==> config.mk <==
export PLATFORM = sky130hd
export DESIGN_NAME = axi_ad9162_txseq
export DESIGN_NICKNAME = d
export VERILOG_FILES = /design/src/rtl/axi_ad9162_txseq.sv
export SDC_FILE = /design/constraint.sdc
export NUM_CORES = 1
export LEC_CHECK = 0
export ABC_AREA = 1
export BUFFER_PORTS_ARGS = -buffer_cell sky130_fd_sc_hd__clkbuf_2
export CAP_MARGIN = 40
export CORE_MARGIN = 4
export CORE_UTILIZATION = 34
export DETAILED_ROUTE_END_ITERATION = 7
export PLACE_DENSITY = 0.56
export SYNTH_ARGS = -nofsm -noshare
export SYNTH_HDL_FRONTEND = slang
export SYNTH_SLANG_ARGS = --single-unit
export TNS_END_PERCENT = 5
==> constraint.sdc <==
create_clock -name dac_clk -period 3 [get_ports dac_clk]
set_input_delay 0.15 -clock dac_clk [delete_from_list [all_inputs] [get_ports dac_clk]]
set_output_delay 0.15 -clock dac_clk [all_outputs]
set_load 0.05 [all_outputs]
==> src/rtl/axi_ad9162_txseq.sv <==
// axi_ad9162_txseq: DAC transmit sequencer (link-up settle, optional external sync, run with underflow/status tracking)
module axi_ad9162_txseq #(
  parameter int START_DELAY   = 16,
  parameter int SYNC_TIMEOUT  = 0,
  parameter int UNF_CNT_WIDTH = 16
) (
  input  logic                     dac_clk,
  input  logic                     dac_rstn,
  input  logic                     dac_start,
  input  logic                     dac_stop,
  input  logic                     dac_sync_en,
  input  logic                     dac_sync_ext,
  input  logic                     tx_ready,
  input  logic                     dac_dunf,
  input  logic                     dac_status_clr,
  output logic                     dac_valid,
  output logic                     dac_data_sel,
  output logic                     dac_running,
  output logic [2:0]               dac_state,
  output logic [UNF_CNT_WIDTH-1:0] dac_unf_count,
  output logic                     dac_link_loss,
  output logic                     dac_sync_timeout
);
  localparam logic [2:0] S_IDLE      = 3'd0;
  localparam logic [2:0] S_WAIT_LINK = 3'd1;
  localparam logic [2:0] S_SETTLE    = 3'd2;
  localparam logic [2:0] S_WAIT_SYNC = 3'd3;
  localparam logic [2:0] S_RUN       = 3'd4;
  localparam logic [15:0] SETTLE_INIT = 16'(START_DELAY - 1);
  localparam logic [31:0] TMO_INIT    = 32'(SYNC_TIMEOUT - 1);
  localparam logic        TMO_EN      = (SYNC_TIMEOUT != 0);
  localparam logic [UNF_CNT_WIDTH-1:0] UNF_ONE = UNF_CNT_WIDTH'(1);

  logic [2:0]               state_q, state_d;
  logic [15:0]              settle_q, settle_d;
  logic [31:0]              tmo_q, tmo_d;
  logic [UNF_CNT_WIDTH-1:0] unf_q, unf_d;
  logic                     link_loss_q, link_loss_d;
  logic                     sync_to_q, sync_to_d;
  logic                     unf_hit;

  // State and status registers; async reset clears everything to IDLE/zero
  always_ff @(posedge dac_clk or negedge dac_rstn) begin
    if (!dac_rstn) begin
      state_q     <= S_IDLE;
      settle_q    <= '0;
      tmo_q       <= '0;
      unf_q       <= '0;
      link_loss_q <= 1'b0;
      sync_to_q   <= 1'b0;
    end else begin
      state_q     <= state_d;
      settle_q    <= settle_d;
      tmo_q       <= tmo_d;
      unf_q       <= unf_d;
      link_loss_q <= link_loss_d;
      sync_to_q   <= sync_to_d;
    end
  end

  // Next-state: stop overrides everything; sync_ext beats link drop and timeout
  always_comb begin
    state_d = state_q;
    if (dac_stop) state_d = S_IDLE;
    else case (state_q)
      S_IDLE:      state_d = dac_start ? S_WAIT_LINK : S_IDLE;
      S_WAIT_LINK: state_d = tx_ready ? S_SETTLE : S_WAIT_LINK;
      S_SETTLE:    state_d = !tx_ready ? S_WAIT_LINK : (settle_q != 16'd0) ? S_SETTLE :
                             dac_sync_en ? S_WAIT_SYNC : S_RUN;
      S_WAIT_SYNC: state_d = dac_sync_ext ? S_RUN : !tx_ready ? S_WAIT_LINK :
                             (TMO_EN && tmo_q == 32'd0) ? S_IDLE : S_WAIT_SYNC;
      S_RUN:       state_d = tx_ready ? S_RUN : S_WAIT_LINK;
      default:     state_d = S_IDLE;
    endcase
  end

  // Counters and stickies; a set event or a counted underflow wins over a same-cycle clear
  always_comb begin
    unf_hit     = dac_dunf && state_q == S_RUN;
    settle_d    = (state_d == S_SETTLE && state_q != S_SETTLE) ? SETTLE_INIT :
                  (state_q == S_SETTLE && settle_q != 16'd0) ? settle_q - 16'd1 : settle_q;
    tmo_d       = (state_d == S_WAIT_SYNC && state_q != S_WAIT_SYNC) ? TMO_INIT :
                  (state_q == S_WAIT_SYNC && tmo_q != 32'd0) ? tmo_q - 32'd1 : tmo_q;
    unf_d       = dac_status_clr ? (unf_hit ? UNF_ONE : '0) :
                  (unf_hit && !(&unf_q)) ? unf_q + UNF_ONE : unf_q;
    link_loss_d = (state_q == S_RUN && state_d == S_WAIT_LINK) || (link_loss_q && !dac_status_clr);
    sync_to_d   = (state_q == S_WAIT_SYNC && state_d == S_IDLE && !dac_stop) ||
                  (sync_to_q && !dac_status_clr);
  end

  // Outputs decode straight from the registers so reset drops them immediately
  always_comb begin
    dac_valid        = state_q == S_RUN;
    dac_data_sel     = state_q == S_RUN;
    dac_running      = state_q == S_RUN;
    dac_state        = state_q;
    dac_unf_count    = unf_q;
    dac_link_loss    = link_loss_q;
    dac_sync_timeout = sync_to_q;
  end
endmodule

==> results.yml, run 1 <==
yosys:
  postSynthAreaPerCell_um2: 7.20
  synth.distinct_cells: 29
  synth_top_area_share_pct: 40.0
  postSynthNetCount: 334
  yosysSeqAreaShare_pct: 40.0
  yosys.area.top_type: "dfrtp_1"
  yosys-top-cells-area: "dfrtp_1 40%, nand2_1 13%, nor2_1 8.9%"
  ys_ff_latch: 37
  syn-cell-area_um2: 2320
  synth_cells: 322
  yosys_warnings: 0
worst_hold_path:
  holdPathEnd: "dac_state[2]"
  hp-start: "tx_ready"
  min_path_type: "in -> reg"
  hold_depth: 3
worst_setup_path:
  cp.required_ns: 3.18
  critPathLaunchType: "flip-flop"
  r2r_cells: 8
  criticalPathCategory: "reg -> reg"
  timing.rr.end: "settle_q[8]"
  crit_fanout: 11
  cp-end-kind: "flip-flop"
  timing.rr.start: "dac_state[2]"
  arrival_ns: 2.07
  startpoint: "dac_state[2]"
  reg2reg_slack_ns: 1.11
routing:
  wl_per_cell_um: 12.5
  dr.first_iter.drc_count: 107
  dr.pass1.iters: 4
  ant_nets: 0
  vias: 2123
  wirelength_um: 5430
  vias_per_cell: 4.89
  drc: 0
sta:
  hold_violations: 0
  setup_tns_ns: 0
  period_needed_ns: 1.89
  slew_headroom_pct: 66.2
  clock_skew_ns: 0.00861
  min_period_over_period_pct: 63.1
  clock.fmax_ghz: 0.529
  tightest_slew_ns: 0.506
  setup_viol: 0
  maxSlewViolCount: 0
  rsz0062_at_grt: "no"
final_layout:
  final_cell_mix: "78 x nand2_1, 55 x nor2_1, 43 x inv_1"
  multi_input_area_um2: 1180
  areaGrowthSynthToFinish_pct: 13.9
  regArea_um2: 926
  fillCellCount: 691
  diodes: 0
  final_common_cell: "nand2_1"
  drive_gt1_share_pct: 16.2
  fin_nets: 370
clock_tree:
  cts.clk_slew.worst_paths_ns: 0.07
  cts_htree_levels: 2
  cts-root-buf: "clkbuf_8"
  cts_resized: 0
  cts_inserted_buffers: 5
  clock_path_buffers: 2
  cts_tree: "yes"
  clk_latency_ns: 0.29
  cts_sinks: 37
power:
  switching_share_pct: 35.1
  design_power_total_mw: 1.27
  seq_power_share_pct: 48.0
  p_sw_mw: 0.446
  peakVddDrop_uv: 125
  p_int_mw: 0.824
  p_leak_nw: 1.36
  p_clk_share_pct: 26.0
  power.density_nw_per_um2: 481
  combPwrFrac_pct: 26.0
floorplanning:
  die_h_um: 90.6
  initial_utilization_pct: 35.7
  io_pins: 33
  die_x_um: 90.6
  rows: 29
  die-area_um2: 8200
  core_region_area_um2: 6490
placement:
  io_buffers: 32
  dp_hpwl_um: 4120
  gp_congestion: 0.827
grt:
  antenna_found_initial: 0
  track_usage_pct: 13.8
  grt_pass1_wl_um: 9270
  grt_max_degree: 32
  overflow: 0
  grt_pass1_vias: 1980
job:
  maxCapViolations: 0
outcome:
  outcome: "finished, final reports clean"
-- power groups by stage --
stage | clock (mW) | sequential [mW] | combinational [mW]
5_1_grt | 0.359 | 0.619 | 0.389
2_1_floorplan | 0 | 0.617 | 0.249
3_5_place_dp | 0 | 0.619 | 0.330
6_report | 0.330 | 0.609 | 0.330
4_1_cts | 0.344 | 0.610 | 0.333
3_3_place_gp | 0 | 0.618 | 0.326
-- metrics by stage --
stage / setup WS, ns / utilization, % / cells / hold WS [ns] / cell area, µm²
after floorplan: 1.02 / - / 322 / -0.146 / 2320
after global placement: 1.12 / 39.0 / 426 / 0.342 / 2540
after detailed placement: 1.06 / 39.4 / 427 / 0.0204 / 2560
after CTS: 1.05 / 40.6 / 434 / 0.0985 / 2640
after global routing: 0.864 / 40.6 / 434 / 0.139 / 2640
final: 1.11 / 40.6 / 434 / 0.109 / 2640
-- how the worst max path moves through the flow --
stage | endpoint | slack, ns
2_1_floorplan | dac_unf_count[3] | 1.02
3_3_place_gp | settle_q[5] | 1.12
3_5_place_dp | settle_q[8] | 1.06
4_1_cts | settle_q[8] | 1.05
5_1_grt | settle_q[14] | 0.86
6_report | settle_q[8] | 1.11
-- cell families after synthesis --
group	Yosys count	share of synthesized area (%)
AO/OA/AOI/OAI	20	5.51
XOR/XNOR	18	6.80
adder cells (fa/ha/maj)	3	1.62
buffers and inverters	52	9.23
flip-flops	37	40.0
AND/OR/NAND/NOR	192	36.9
-- synth_stat cells, drive strengths merged --
cell / number
a21oi: 4
a31oi: 1
buf: 4
clkbuf: 1
clkinv: 1
dfrtp: 37
ha: 3
inv: 46
nand2: 82
nand3: 24
nand3b: 1
nand4: 15
nor2: 58
nor3: 9
nor3b: 1
o21ai: 12
o31ai: 3
or2: 2
xnor2: 3
xor2: 15
-- worst max-delay path, stage by stage (launching register included) --
cell and delay [ns]:
dfrtp_1 0.41, inv_1 0.14, nand3_1 0.12, inv_1 0.17, nand2_1 0.27, nand2_1 0.19, nand3_2 0.19, inv_2 0.21
nor2_1 0.07
-- registers in the layout (all words and copies together) (netlist names) --
name / cells
dac_link_loss: 1
dac_sync_timeout: 1
dac_unf_count: 16
settle_q: 16
dac_state: 3
-- final cells by class --
| type | instances | area share [%] |
|---|---|---|
| clock inverter | 1 | 0.190 |
| timing repair buffer | 34 | 7.20 |
| inverter | 47 | 6.68 |
| sequential | 37 | 35.1 |
| clock buffer | 5 | 2.61 |
| multi-input combinational | 233 | 44.6 |
| tap | 77 | 3.65 |
-- layer usage --
layer  vias up  wire length, µm  track usage, %
met4         0               74            4.59
li1       1085                -               -
met2        50             2230            20.4
met1       980             2870            19.6
met3         8              247            3.17
met5         -                0               0
-- timing repair --
action / CTS / global route
hold buffers: 1 / 0
setup buffers: 0 / 0
hold endpoints to repair: 37 / 0
(Power assumes the default switching activity.)
==> run 2: changes to the inputs <==
Settings changed: ABC_AREA 1 to 0.
Clock period 3 ns to 1.76 ns, I/O delays scaled along.
==> run 2 against run 1 <==
  * The run now ends with setup timing left
  * Critical path depth down 4
  * Non-clock buffer count increased by 62
  * Count of clock-buffer cells in the layout up 2
  * Global-route usage rose by 2.2 points
  * Critical endpoint is now settle_q[7]
  * Largest cell class unchanged
==> results.yml, run 2 <==
sta:
  maxSlewViolCount: 0
  clock.fmax_ghz: 0.534
  period_needed_ns: 1.87
  hold_slack_ns: 0.0537
  setup_ws_ns: -0.114
  setup_viol: 8
  slew_headroom_pct: 69.1
  clock_skew_ns: 0.00875
  tightest_slew_ns: 0.464
  min_period_over_period_pct: 106
  setup_tns_ns: -0.309
  hold_violations: 0
  rsz0062_at_grt: "yes"
clock_tree:
  cts_tree: "yes"
  clk_latency_ns: 0.30
  clock_path_buffers: 2
  cts_htree_levels: 2
  cts_inserted_buffers: 5
  cts_sinks: 37
  cts.clk_slew.worst_paths_ns: 0.08
  cts-root-buf: "clkbuf_8"
outcome:
  violations: "setup timing"
  outcome: "complete, but fails checks"
yosys:
  synth_commonest_cells: "37 x dfrtp_1, 27 x nand2_1, 21 x nor2_1, 16 x a21oi_1, 11 x nand3_1"
  synth.most_common_cell: "dfrtp_1"
  yosysSeqAreaShare_pct: 40.4
  synth_top_area_share_pct: 40.4
  synth_cells: 253
  synth_edf_count: 0
  synth.distinct_cells: 51
  yosys_warnings: 0
  syn-cell-area_um2: 2290
  yosys.area.top_type: "dfrtp_1"
  synth-async-reset-ratio_pct: 100
  yosys-top-cells-area: "dfrtp_1 40%, nand2_1 4.4%, mux2i_1 3.9%"
  ys.flop_type: "dfrtp_1"
  postSynthNetCount: 265
  ys_ff_latch: 37
  postSynthAreaPerCell_um2: 9.06
routing:
  wirelength_um: 6420
  dr.first_iter.drc_count: 85
  wl_per_cell_um: 15.1
  dr.pass1.iters: 4
  drc: 0
  ant_nets: 0
  vias: 2325
  vias_per_cell: 5.47
floorplanning:
  initial_utilization_pct: 35.5
  die-area_um2: 8120
  die_h_um: 90.1
  core_region_area_um2: 6460
  die_x_um: 90.1
  rows: 29
  io_pins: 33
power:
  power.density_nw_per_um2: 677
  p_leak_nw: 1.49
  peakVddDrop_uv: 579
worst_setup_path:
  criticalPathCategory: "reg -> reg"
  cp_common_cell: "or3_4"
  cp-end-kind: "flip-flop"
  max_stage_delay_ns: 0.54
  path_cells: "or4_4 > or3_4 > or3_4 > a21oi_2"
  critPathLaunchType: "flip-flop"
  cp.required_ns: 1.99
  crit_fanout: 4
  timing.rr.start: "settle_q[2]"
  startpoint: "settle_q[2]"
  path_buf_inv: 0
  cp_top_family: "simple AND/OR/NAND/NOR gates"
  slowest_stage: "or4_4"
  arrival_ns: 2.10
grt:
  grt_max_degree: 19
  overflow: 0
  antenna_found_initial: 0
  track_usage_pct: 16.0
  grt_pass1_vias: 2196
  grt_pass1_wl_um: 10800
worst_hold_path:
  min_path_type: "in -> reg"
  hp-start: "tx_ready"
placement:
  io_buffers: 32
  place_ws_ns: -0.173
  placed_cells: 412
  gp_congestion: 0.856
  dp_hpwl_um: 4670
final_layout:
  fin_nets: 359
  fin_cells: 425
  areaGrowthSynthToFinish_pct: 47.9
  final_cell_mix: "59 x buf_4, 29 x clkbuf_2, 27 x dfrtp_1"
  drive_gt1_share_pct: 48.9
  diodes: 0
  final_common_cell: "buf_4"
job:
  maxCapViolations: 0
run 2: cell types whose count changed in the layout (fill, tap and decap cells not counted), sizes merged, moves of 13 or more:
cell / change
buf: +62
nand2: -55
inv: -37
nor2: -37
xor2: -14
a21oi: +13
nand3: -13
run 2: worst min-delay path: cells and delay by family:
| family | cells | cell delay, ns |
|---|---|---|
| and+or+nand+nor | 1 | 0.06 |
| AOI/OAI and AO/OA | 1 | 0.05 |
| buffers and inverters | 1 | 0.12 |
run 2: final cells by class:
type | instances | area (µm²)
clock buffer | 7 | 96.3
clock inverter | 1 | 5.00
fill | 603 | 3070
inverter | 10 | 41.3
multi-input combinational | 197 | 1530
sequential | 37 | 938
tap | 77 | 96.3
timing repair buffer | 96 | 684
run 2: power by group:
group          internal [mW]  switching, mW  leakage, nW
combinational          0.327          0.325        0.958
sequential             0.912         0.0523        0.480
clock                  0.355          0.323       0.0542
total                   1.59          0.701         1.49
run 2: metal layers:
layer	GRT usage (%)	wire, µm
met1	22.6	3060
met2	25.0	3050
met3	3.09	240
met4	4.21	70
met5	0	0
run 2: kinds of logic (layout without fill, tap and decap cells):
kind of cell	after synthesis	after routing	share of synthesized area, %
xor+xnor	1	1	0.382
simple gates	124	124	30.3
buf+inv	19	114	3.98
flops	37	37	40.4
mux	17	17	7.86
fa+ha+maj	3	3	1.64
compound gates	52	52	15.4
run 2: timing repair:
| action | in CTS | in global routing |
|---|---|---|
| pin swaps | 13 | 14 |
| hold endpoints to repair | 15 | 0 |
| resized for setup | 24 | 35 |
| hold buffers | 1 | 0 |
| endpoints found under the setup margin | 28 | 37 |
| setup buffers | 3 | 3 |
run 2: through the flow:
step | instance area [µm²] | power (mW) | util, %
after CTS | 3230 | 2.24 | 50.0
after detailed placement | 2990 | 1.55 | 46.3
after global routing | 3390 | 2.44 | 52.5
after global placement | 2990 | 1.53 | 46.3
after floorplan | 2350 | 1.26 | -
final | 3390 | 2.30 | 52.5
run 2: final timing paths:
path | end | slack, ns | cells after the start
max | settle_q[7] | -0.11 | 4
min reg2reg | dac_sync_timeout | 0.51 | 1
min in group asynchronous | dac_unf_count[7] | 0.27 | 2
min | dac_state[1] | 0.05 | 3
max in group asynchronous | dac_unf_count[0] | 0.95 | 3
max reg2reg | settle_q[7] | -0.11 | 4
==> run 3: changes to the inputs <==
Settings changed: CORE_UTILIZATION 34 to 45, PLACE_DENSITY 0.56 to 0.69.
==> run 3 against run 2 <==
  * The run still ends with setup timing left
  * Fmax rose by 0.57%
  * Total power shrank 3.3%
  * Clock power decreased by 9.0%
  * Setup slack better by 0.011 ns
  * Count of clock-buffer cells in the layout increased by 1
  * Critical path type unchanged
  * Critical path depth unchanged
  * Non-clock buffer count decreased by 2
  * Register-to-register slack is essentially flat
  * Clock skew is 0.00096 ns lower
==> results.yml, run 3 (synthesis results as in run 2) <==
worst_setup_path:
  arrival_ns: 2.09
  slowest_stage: "or4_4"
  cp.required_ns: 1.98
  cp-end-kind: "flip-flop"
  path_cells: "or4_4 > or3_4 > or3_1 > a21oi_2"
  crit_fanout: 4
  critPathLaunchType: "flip-flop"
  criticalPathCategory: "reg -> reg"
  max_stage_delay_ns: 0.55
routing:
  vias_per_cell: 5.53
  vias: 2282
  dr.pass1.iters: 4
  wl_per_cell_um: 15.2
  ant_nets: 0
  wirelength_um: 6270
  drc: 0
  dr.first_iter.drc_count: 102
floorplanning:
  core_region_area_um2: 4820
  die_x_um: 79.4
  rows: 25
  die-area_um2: 6300
  io_pins: 33
  initial_utilization_pct: 47.6
  die_h_um: 79.4
power:
  combPwrFrac_pct: 29.0
  p_leak_nw: 1.47
  power.density_nw_per_um2: 680
  switching_share_pct: 30.3
  p_clk_share_pct: 27.8
  p_int_mw: 1.55
  peakVddDrop_uv: 617
  seq_power_share_pct: 43.2
  p_sw_mw: 0.674
clock_tree:
  cts_tree: "yes"
  cts_sinks: 37
  cts.clk_slew.worst_paths_ns: 0.08
  clk_latency_ns: 0.29
  clock_path_buffers: 2
  cts_inserted_buffers: 5
  cts_htree_levels: 2
  cts-root-buf: "clkbuf_8"
final_layout:
  final_cell_mix: "57 x buf_4, 32 x clkbuf_2, 27 x dfrtp_1"
  fin_nets: 357
  diodes: 0
  fin_cells: 413
  areaGrowthSynthToFinish_pct: 42.5
  drive_gt1_share_pct: 44.8
  final_common_cell: "buf_4"
sta:
  period_needed_ns: 1.86
  clock_skew_ns: 0.00779
  setup_viol: 13
  tightest_slew_ns: 0.593
  setup_ws_ns: -0.103
  rsz0062_at_grt: "yes"
  hold_slack_ns: 0.0307
  slew_headroom_pct: 60.5
  hold_violations: 0
  clock.fmax_ghz: 0.537
  min_period_over_period_pct: 106
  maxSlewViolCount: 0
outcome:
  violations: "setup timing"
  outcome: "complete, but fails checks"
job:
  maxCapViolations: 0
grt:
  antenna_found_initial: 0
  track_usage_pct: 20.4
  overflow: 0
  grt_pass1_vias: 2254
  grt_max_degree: 24
  grt_pass1_wl_um: 10100
placement:
  gp_congestion: 0.857
  dp_hpwl_um: 4600
  io_buffers: 32
  placed_cells: 401
worst_hold_path:
  min_path_type: "in -> reg"
==> run 3: path summary, 6_finish.rpt <==
check	slack (ns)	to	from	cells after the start
worst max-delay path	-0.10	settle_q[7]	settle_q[2]	4
max in group asynchronous	0.79	settle_q[4]	dac_rstn	3
worst min register to register	0.50	dac_sync_timeout	dac_sync_timeout	1
worst max register to register	-0.10	settle_q[7]	settle_q[2]	4
worst min-delay path	0.03	dac_state[1]	tx_ready	3
min in group asynchronous	0.33	dac_link_loss	dac_rstn	2
==> run 3: metrics by stage <==
step | power, mW | setup slack [ns] | setup TNS (ns) | instance area (µm²) | util (%)
after floorplan | 1.26 | -0.324 | -5.89 | 2350 | -
after global placement | 1.54 | -0.119 | -0.605 | 2970 | 61.7
after detailed placement | 1.56 | -0.138 | -1.45 | 2970 | 61.7
after CTS | 2.21 | -0.110 | -0.841 | 3170 | 65.7
after global routing | 2.35 | -0.172 | -2.29 | 3270 | 67.8
final | 2.22 | -0.103 | -0.477 | 3270 | 67.8
==> run 3: final cells by class <==
cell class              count  area, µm²
fillers                   387       1550
inverters                  10       41.3
well taps                  67       83.8
repair buffers             94        643
clock buffers               8       90.1
flip-flops and latches     37        938
multi-input cells         197       1470
==> run 3: worst max-delay path: cells and delay by family (launching register included) <==
family / cells / cell delay (ns)
AO/OA/AOI/OAI: 1 / 0.11
flip-flops: 1 / 0.39
AND/OR/NAND/NOR: 3 / 1.31
==> run 3: power groups by stage <==
stage               Sequential [mW]  Clock (mW)  Combinational, mW
global route                  0.966       0.670              0.711
finish                        0.960       0.617              0.643
detailed placement            0.965           0              0.592
global placement              0.962           0              0.573
floorplan                     0.999           0              0.257
CTS                           0.951       0.637              0.627
==> run 3: what timing repair did <==
| item | CTS | global route |
|---|---|---|
| endpoints found under the setup margin | 29 | 38 |
| endpoints found under the hold margin | 22 | 0 |
| pin swaps | 10 | 11 |
| hold buffers | 1 | 0 |
| gates resized for setup | 13 | 23 |
| buffers inserted | 3 | 0 |
==> run 3: metal layers <==
| metal | global-route usage, % | vias up | wire length, µm |
|---|---|---|---|
| met3 | 3.16 | 15 | 225 |
| met5 | 0 | - | 0 |
| li1 | - | 1120 | - |
| met1 | 23.5 | 1102 | 2640 |
| met4 | 8.42 | 0 | 150 |
| met2 | 37.3 | 45 | 3260 |
